**src/rtl/serial_subtractor.sv**
```systemverilog
// -----------------------------------------------------------------------------
// serial_subtractor
//
// Bit-serial, LSB-first unsigned subtractor computing idata1 - idata2 over WL
// clock cycles. A start/busy/done handshake launches one operation at a time.
// The result is WL+1 bits of two's complement, so it is always exact: the top
// bit is the final borrow.
//
// Optional build macro:
//   SERIAL_SUB_SATURATE_EN - when defined, a negative difference is clamped to
//                            zero (oBORROW still reports the borrow).
//
// Ports:
//   iCLK     in   1     rising-edge clock
//   iRST     in   1     asynchronous reset, active-high
//   iSTART   in   1     start request, only looked at while idle
//   idata1   in   WL    minuend (unsigned), captured on acceptance
//   idata2   in   WL    subtrahend (unsigned), captured on acceptance
//   oBUSY    out  1     high while the bit loop is running
//   oDONE    out  1     one-cycle pulse when odata/oBORROW update
//   oBORROW  out  1     final borrow, 1 when idata1 < idata2
//   odata    out  WL+1  two's complement difference, held between operations
// -----------------------------------------------------------------------------
module serial_subtractor #(
  parameter int WL = 4
) (
  input  logic          iCLK,
  input  logic          iRST,
  input  logic          iSTART,
  input  logic [WL-1:0] idata1,
  input  logic [WL-1:0] idata2,
  output logic          oBUSY,
  output logic          oDONE,
  output logic          oBORROW,
  output logic [WL:0]   odata
);

  localparam int CW = $clog2(WL);
  localparam logic [CW-1:0] LAST_CNT = CW'(WL - 1);

  typedef enum logic {
    IDLE  = 1'b0,
    SHIFT = 1'b1
  } state_t;

  state_t        state_q, state_d;
  logic [WL-1:0] a_q, a_d;
  logic [WL-1:0] b_q, b_d;
  // Only WL-1 earlier difference bits are ever needed: on the final edge the
  // current bit and the borrow are taken straight from the combinational path,
  // so the bit that would drop out of a full WL-bit register is never used.
  logic [WL-2:0] r_q, r_d;
  logic          br_q, br_d;
  logic [CW-1:0] cnt_q, cnt_d;
  logic          done_q, done_d;
  logic          borrow_q, borrow_d;
  logic [WL:0]   odata_q, odata_d;

  logic          diff_bit;
  logic          br_next;
  logic [WL-1:0] r_shift;

  // One full-subtractor cell working on the current LSBs of the operand
  // shift registers and the stored borrow.
  always_comb begin
    diff_bit = a_q[0] ^ b_q[0] ^ br_q;
    br_next  = (~a_q[0] & b_q[0]) | (~(a_q[0] ^ b_q[0]) & br_q);
    r_shift  = {diff_bit, r_q};
  end

  // Next-state and datapath control. Everything holds by default; oDONE is a
  // pulse so it defaults low every cycle.
  always_comb begin
    state_d  = state_q;
    a_d      = a_q;
    b_d      = b_q;
    r_d      = r_q;
    br_d     = br_q;
    cnt_d    = cnt_q;
    done_d   = 1'b0;
    borrow_d = borrow_q;
    odata_d  = odata_q;

    case (state_q)
      IDLE: begin
        if (iSTART) begin
          a_d     = idata1;
          b_d     = idata2;
          r_d     = '0;
          br_d    = 1'b0;
          cnt_d   = '0;
          state_d = SHIFT;
        end
      end

      SHIFT: begin
        a_d   = a_q >> 1;
        b_d   = b_q >> 1;
        br_d  = br_next;
        r_d   = r_shift[WL-1:1];
        cnt_d = cnt_q + CW'(1);
        if (cnt_q == LAST_CNT) begin
          state_d  = IDLE;
          done_d   = 1'b1;
          borrow_d = br_next;
`ifdef SERIAL_SUB_SATURATE_EN
          // Unsigned saturation: any borrow means the true result is below 0.
          odata_d  = br_next ? '0 : {br_next, diff_bit, r_q};
`else
          odata_d  = {br_next, diff_bit, r_q};
`endif
        end
      end

      default: begin
        state_d = IDLE;
      end
    endcase
  end

  // State and datapath registers; reset clears everything at once so an
  // in-flight operation is abandoned without a done pulse.
  always_ff @(posedge iCLK or posedge iRST) begin
    if (iRST) begin
      state_q  <= IDLE;
      a_q      <= '0;
      b_q      <= '0;
      r_q      <= '0;
      br_q     <= 1'b0;
      cnt_q    <= '0;
      done_q   <= 1'b0;
      borrow_q <= 1'b0;
      odata_q  <= '0;
    end else begin
      state_q  <= state_d;
      a_q      <= a_d;
      b_q      <= b_d;
      r_q      <= r_d;
      br_q     <= br_d;
      cnt_q    <= cnt_d;
      done_q   <= done_d;
      borrow_q <= borrow_d;
      odata_q  <= odata_d;
    end
  end

  assign oBUSY   = (state_q == SHIFT);
  assign oDONE   = done_q;
  assign oBORROW = borrow_q;
  assign odata   = odata_q;

endmodule

```
**config.mk**
```make
export PLATFORM = sky130hd
export DESIGN_NAME = serial_subtractor
export DESIGN_NICKNAME = d
export VERILOG_FILES = /design/src/rtl/serial_subtractor.sv
export SDC_FILE = /design/constraint.sdc
export NUM_CORES = 1
export LEC_CHECK = 0
export ABC_AREA = 0
export BUFFER_PORTS_ARGS = -buffer_cell sky130_fd_sc_hd__buf_2
export CAP_MARGIN = 30
export CORE_UTILIZATION = 56
export DETAILED_ROUTE_END_ITERATION = 7
export GPL_TIMING_DRIVEN = 0
export PLACE_DENSITY_LB_ADDON = 0.2
export SLEW_MARGIN = 15
export SYNTH_ARGS = -nofsm -noshare
export SYNTH_HDL_FRONTEND = slang
export SYNTH_SLANG_ARGS = --single-unit
export TNS_END_PERCENT = 20
```
**constraint.sdc**
```tcl
create_clock -name iCLK -period 2.4 [get_ports iCLK]
set_clock_uncertainty 0.05 [all_clocks]
set_input_delay 0.12 -clock iCLK [delete_from_list [all_inputs] [get_ports iCLK]]
set_output_delay 0.12 -clock iCLK [all_outputs]
set_load 0.01 [all_outputs]
```
* Word level (Yosys, flattened, before mapping) *
Cells that the tools add are included.

word-level totals
  logic and storage cells = 36
  flip-flop bits (word level) = 22
  output and inout bits = 8
  bits of input ports = 11

operators by class
  add/subtract/negate cells = 1
  eq/ne operators = 2
  reductions and logical operators = 1
  muxes and demuxes = 15
  bitwise gates (word level) = 8

operators with widths
  kind                                          number
  case mux 4 bit (2 select lines)               2
  two-way mux 4 bit                             2
  case mux 3 bit (2 select lines)               1
  two-way mux 1 bit                             5
  case mux 1 bit (2 select lines)               2
  case mux 2 bit (2 select lines)               1
  two-way mux 3 bit                             1
  NOT 1 bit                                     3
  adder 2 x 1 -> 2 bit, second input constant   1
  AND 1 bit                                     2
  == test 2 bit, second input constant          1
  two-way mux 2 bit                             1
  inequality test 2 bit, second input constant  1
  AND reduction 2 bit                           1
  bitwise XOR 1 bit                             2
  OR 1 bit                                      1

* Logic depth before layout (Yosys ltp) *
  depth in word-level cells = 5
  mapped depth = 4
  depth with buffers taken out = 4

* Worst setup path after synthesis *
No wires, ideal clock.

  kind = reg-to-reg
  start = register a_q[0]
  end = register odata_q[3] (netlist: odata[3])
  buffers on the path = 0
  arrival = 1,125 ps
  cell stages (with the launch flop) = 3
  required time = 2,225 ps
  clock period less this slack = 1,300 ps
  library setup time = 125 ps
  slack = 1,100 ps
  path through = dfrtp_1 fa_1 mux2_4

on the way
  cells in the longest elaborated chain, start to end = 2

RTL lines
  item                             RTL line  source
  start: declaration               47        logic [WL-1:0] a_q, a_d;
  start signal: assignment         126       a_q <= '0;
  start signal: assignment         136       a_q <= a_d;
  bitwise XOR 1 bit (2 in series)  66        diff_bit = a_q[0] ^ b_q[0] ^ br_q;
  via diff_bit                     59        logic diff_bit;
  end signal: assignment           143       odata_q <= odata_d;
  end: declaration                 57        logic [WL:0] odata_q, odata_d;

The timed path passes the listed nets, and every way through them passes these cells.
A chain may end at the register's enable or synchronous reset.

* Worst setup path after layout *
Same ends and word-level chain as after synthesis.

==> results.sh <==
export IMPL_status="finished with violations"
export IMPL_violations="design-rule violations"
export IMPL_rsz0062_at_grt="false"
export IMPL_relSlewSlack_pct=48.79
export IMPL_peakVddDrop_v=0.0006012
export IMPL_end_kind="register"
export IMPL_syn_area_per_cell_sq_um=12.32
export IMPL_drt_iter0_markers=12
export IMPL_synth_cells=78
export IMPL_max_freq_mhz=738.2
export IMPL_cp_slowest_stage_delay_ns=0.50
export IMPL_cp_top_family="adder cells"
export IMPL_coreArea_sq_um=1559
export IMPL_netSwitchingFraction_pct=34.58
export IMPL_avgRoutedWirePerCell_microns=13.28
export IMPL_comb_power_share_pct=41.3
export IMPL_num_rows=14
export IMPL_yosysWarnings=0
export IMPL_timing_critical_path_buf_inv=0
export IMPL_clock_sinks=21
export IMPL_cpMaxStageDelayCell="fa_1"
export IMPL_clkPwrFrac_pct=13.8
export IMPL_final_max_slew_violation_count=0
export IMPL_startpoint="a_q[0]"
export IMPL_worstPathArrival_ns=1.51
export IMPL_cp_required_ns=2.56
export IMPL_grt_remaining_overflow=0
export IMPL_dieArea_sq_um=1886
export IMPL_final_hold_viol_count=0
export IMPL_synth_seq_cells=21
export IMPL_io_pins=19
export IMPL_max_cap_violations=0
export IMPL_r2r_end="odata[3]"
export IMPL_power_leakage_uw=0.0005972
export IMPL_via_count=622
export IMPL_cts_setup_buffers=0
export IMPL_place_gp_congestion=0.6696
export IMPL_crit_type="register to register"
export IMPL_crit_path_start_kind="register"
export IMPL_fin_crit_sh_pct=56.44
export IMPL_ant_nets=0
export IMPL_synth_cell_type_count=19
export IMPL_nets=115
export IMPL_r2r_start="a_q[0]"
export IMPL_cts_root_buf="clkbuf_4"
export IMPL_grt_pass1_wl_microns=2725
export IMPL_synth_top_area_share_pct=54.69
export IMPL_cts_max_level=1
export IMPL_cts_buffer_depth=2
export IMPL_endpoint="odata[3]"
export IMPL_io_buffers=17
export IMPL_hp_class="input pin to register"
export IMPL_viasPerCell=5.316
export IMPL_power_switching_uw=442.7
export IMPL_die_w_microns=43.43
export IMPL_antenna_found_initial=0
export IMPL_drc_errors=2
export IMPL_routed_wl_microns=1554
export IMPL_seq_power_share_pct=44.9
export IMPL_syn_area_sq_um=960.9
export IMPL_setup_violations=0
export IMPL_synth_net_count=91
export IMPL_drive_gt1_share_pct=33.66
export IMPL_drt_pass1_iter_count=6
export IMPL_grt_pass1_vias=650
export IMPL_p_int_uw=837.6
export IMPL_fin_setup_tns_ns=0
export IMPL_post_dp_hpwl_microns=1108
export IMPL_grt_max_degree=22
export IMPL_cp_cell_sequence="fa_1 > mux2_4"
export IMPL_holdWs_ns=0.01534
export IMPL_worstMarginPinSlew_ns=0.7672
export IMPL_power_density_nw_per_um2=1150
export IMPL_area_growth_pct=15.89
export IMPL_start_util_pct=61.64
export IMPL_cts_buffers=3
export IMPL_grt_total_usage_pct=20.04
export IMPL_path_max_fanout=2
export IMPL_cts_hold_buf=2
export IMPL_yosysSeqAreaShare_pct=54.69
export IMPL_synth_largest_area_cell="dfrtp_1"
export IMPL_crit_cells=2
export IMPL_cts_tree="built"
export IMPL_yosys_top_cells_area="dfrtp_1 (55%), mux2i_1 (10%), mux2_4 (6.3%)"
export IMPL_clk_pin_slew_ns=0.12
export IMPL_cts_resized=0
export IMPL_die_h_microns=43.43
export IMPL_clock_latency_ns=0.31
export IMPL_reg2regPathDepth=2
export IMPL_diodes=0
export IMPL_fin_crit_ns=1.355
export IMPL_reg2reg_slack_ns=1.05
## power groups by stage
stage	clock network (uW)	registers, uW	logic [uW]
after global placement	0	575	513
after floorplan	0	593	380
after detailed placement	0	584	532
final	176	575	529
after CTS	175	576	539
after global routing	185	593	592
## placed cells by master, fill, tap and decap left out, types with 2 or more instances in the layout
| cell | Yosys | layout |
|---|---|---|
| buf_2 | 1 | 18 |
| buf_6 | 3 | 3 |
| clkbuf_4 | 0 | 3 |
| dfrtp_1 | 21 | 21 |
| dlygate4sd3_1 | 0 | 2 |
| inv_1 | 6 | 6 |
| mux2_4 | 4 | 4 |
| mux2i_1 | 10 | 10 |
| nand2_1 | 9 | 9 |
| nand2b_1 | 4 | 4 |
| nor2_1 | 3 | 3 |
| o21ai_0 | 6 | 6 |
| o21ai_1 | 3 | 3 |
## sequential cells by signal, summed over array words and instances, names as in the netlist
signal   flops
b_q          4
br_q         1
r_q          3
cnt_q        2
oBORROW      1
a_q          4
odata        4
oBUSY        1
oDONE        1
## worst min-delay path: cells and delay by family
| family | cells | cell delay, ns |
|---|---|---|
| mux | 1 | 0.05 |
| simple gates | 1 | 0.09 |
| buf+inv | 1 | 0.07 |
## worst min path at each step
stage / start / cells after the start / slack, ns / to
detailed placement: iRST / 2 / 0.25 / oBORROW
finish: idata2[3] / 3 / 0.02 / b_q[3]
CTS: idata2[3] / 3 / 0.03 / b_q[3]
floorplan: iRST / 1 / 0.05 / a_q[0]
global route: idata2[3] / 3 / 0.02 / b_q[3]
global placement: iRST / 2 / 0.24 / oBORROW
## synth_stat cells (all sizes together)
| cell type | count |
|---|---|
| buf | 6 |
| inv | 6 |
| nor2 | 3 |
| nand2b | 4 |
| fa | 1 |
| ha | 1 |
| o31ai | 1 |
| o21ai | 9 |
| mux2 | 5 |
| mux2i | 10 |
| nand2 | 10 |
| dfrtp | 21 |
| a22o | 1 |
## logic make-up after synthesis
logic type,count (synthesis),share of synthesized area [%]
simple gates,17,8.463
flops,21,54.69
buf+inv,12,8.723
mux,15,17.84
fa+ha+maj,2,3.385
compound gates,11,6.901
## per-stage QoR
step | setup slack [ns] | total power, uW | util [%] | area (sq um) | instances
5_1_grt | 1.013 | 1370 | 71.43 | 1114 | 117
6_report | 1.045 | 1280 | 71.43 | 1114 | 117
3_3_place_gp | 1.068 | 1088 | 68.38 | 1066 | 111
3_5_place_dp | 1.060 | 1116 | 68.38 | 1066 | 111
2_1_floorplan | 1.100 | 973.1 | - | 960.9 | 78
4_1_cts | 1.043 | 1290 | 71.43 | 1114 | 117
## area by class of cell
cell class | count | area (sq um)
sequential | 21 | 525.5
fill | 125 | 445.4
multi-input combinational | 45 | 351.6
timing repair buffer | 19 | 105.1
buffer | 6 | 61.31
clock buffer | 3 | 22.52
inverter | 6 | 22.52
tap | 16 | 20.02
clock inverter | 1 | 5.005
## layer usage
layer	vias up	track usage, %	part of all wire [%]
met1	299	23.69	44
li1	299	-	-
met3	4	2.500	3.3
met5	-	0	0
met4	0	13.13	2.3
met2	20	34.24	50
Note: power is estimated with default switching activity, not from simulation.
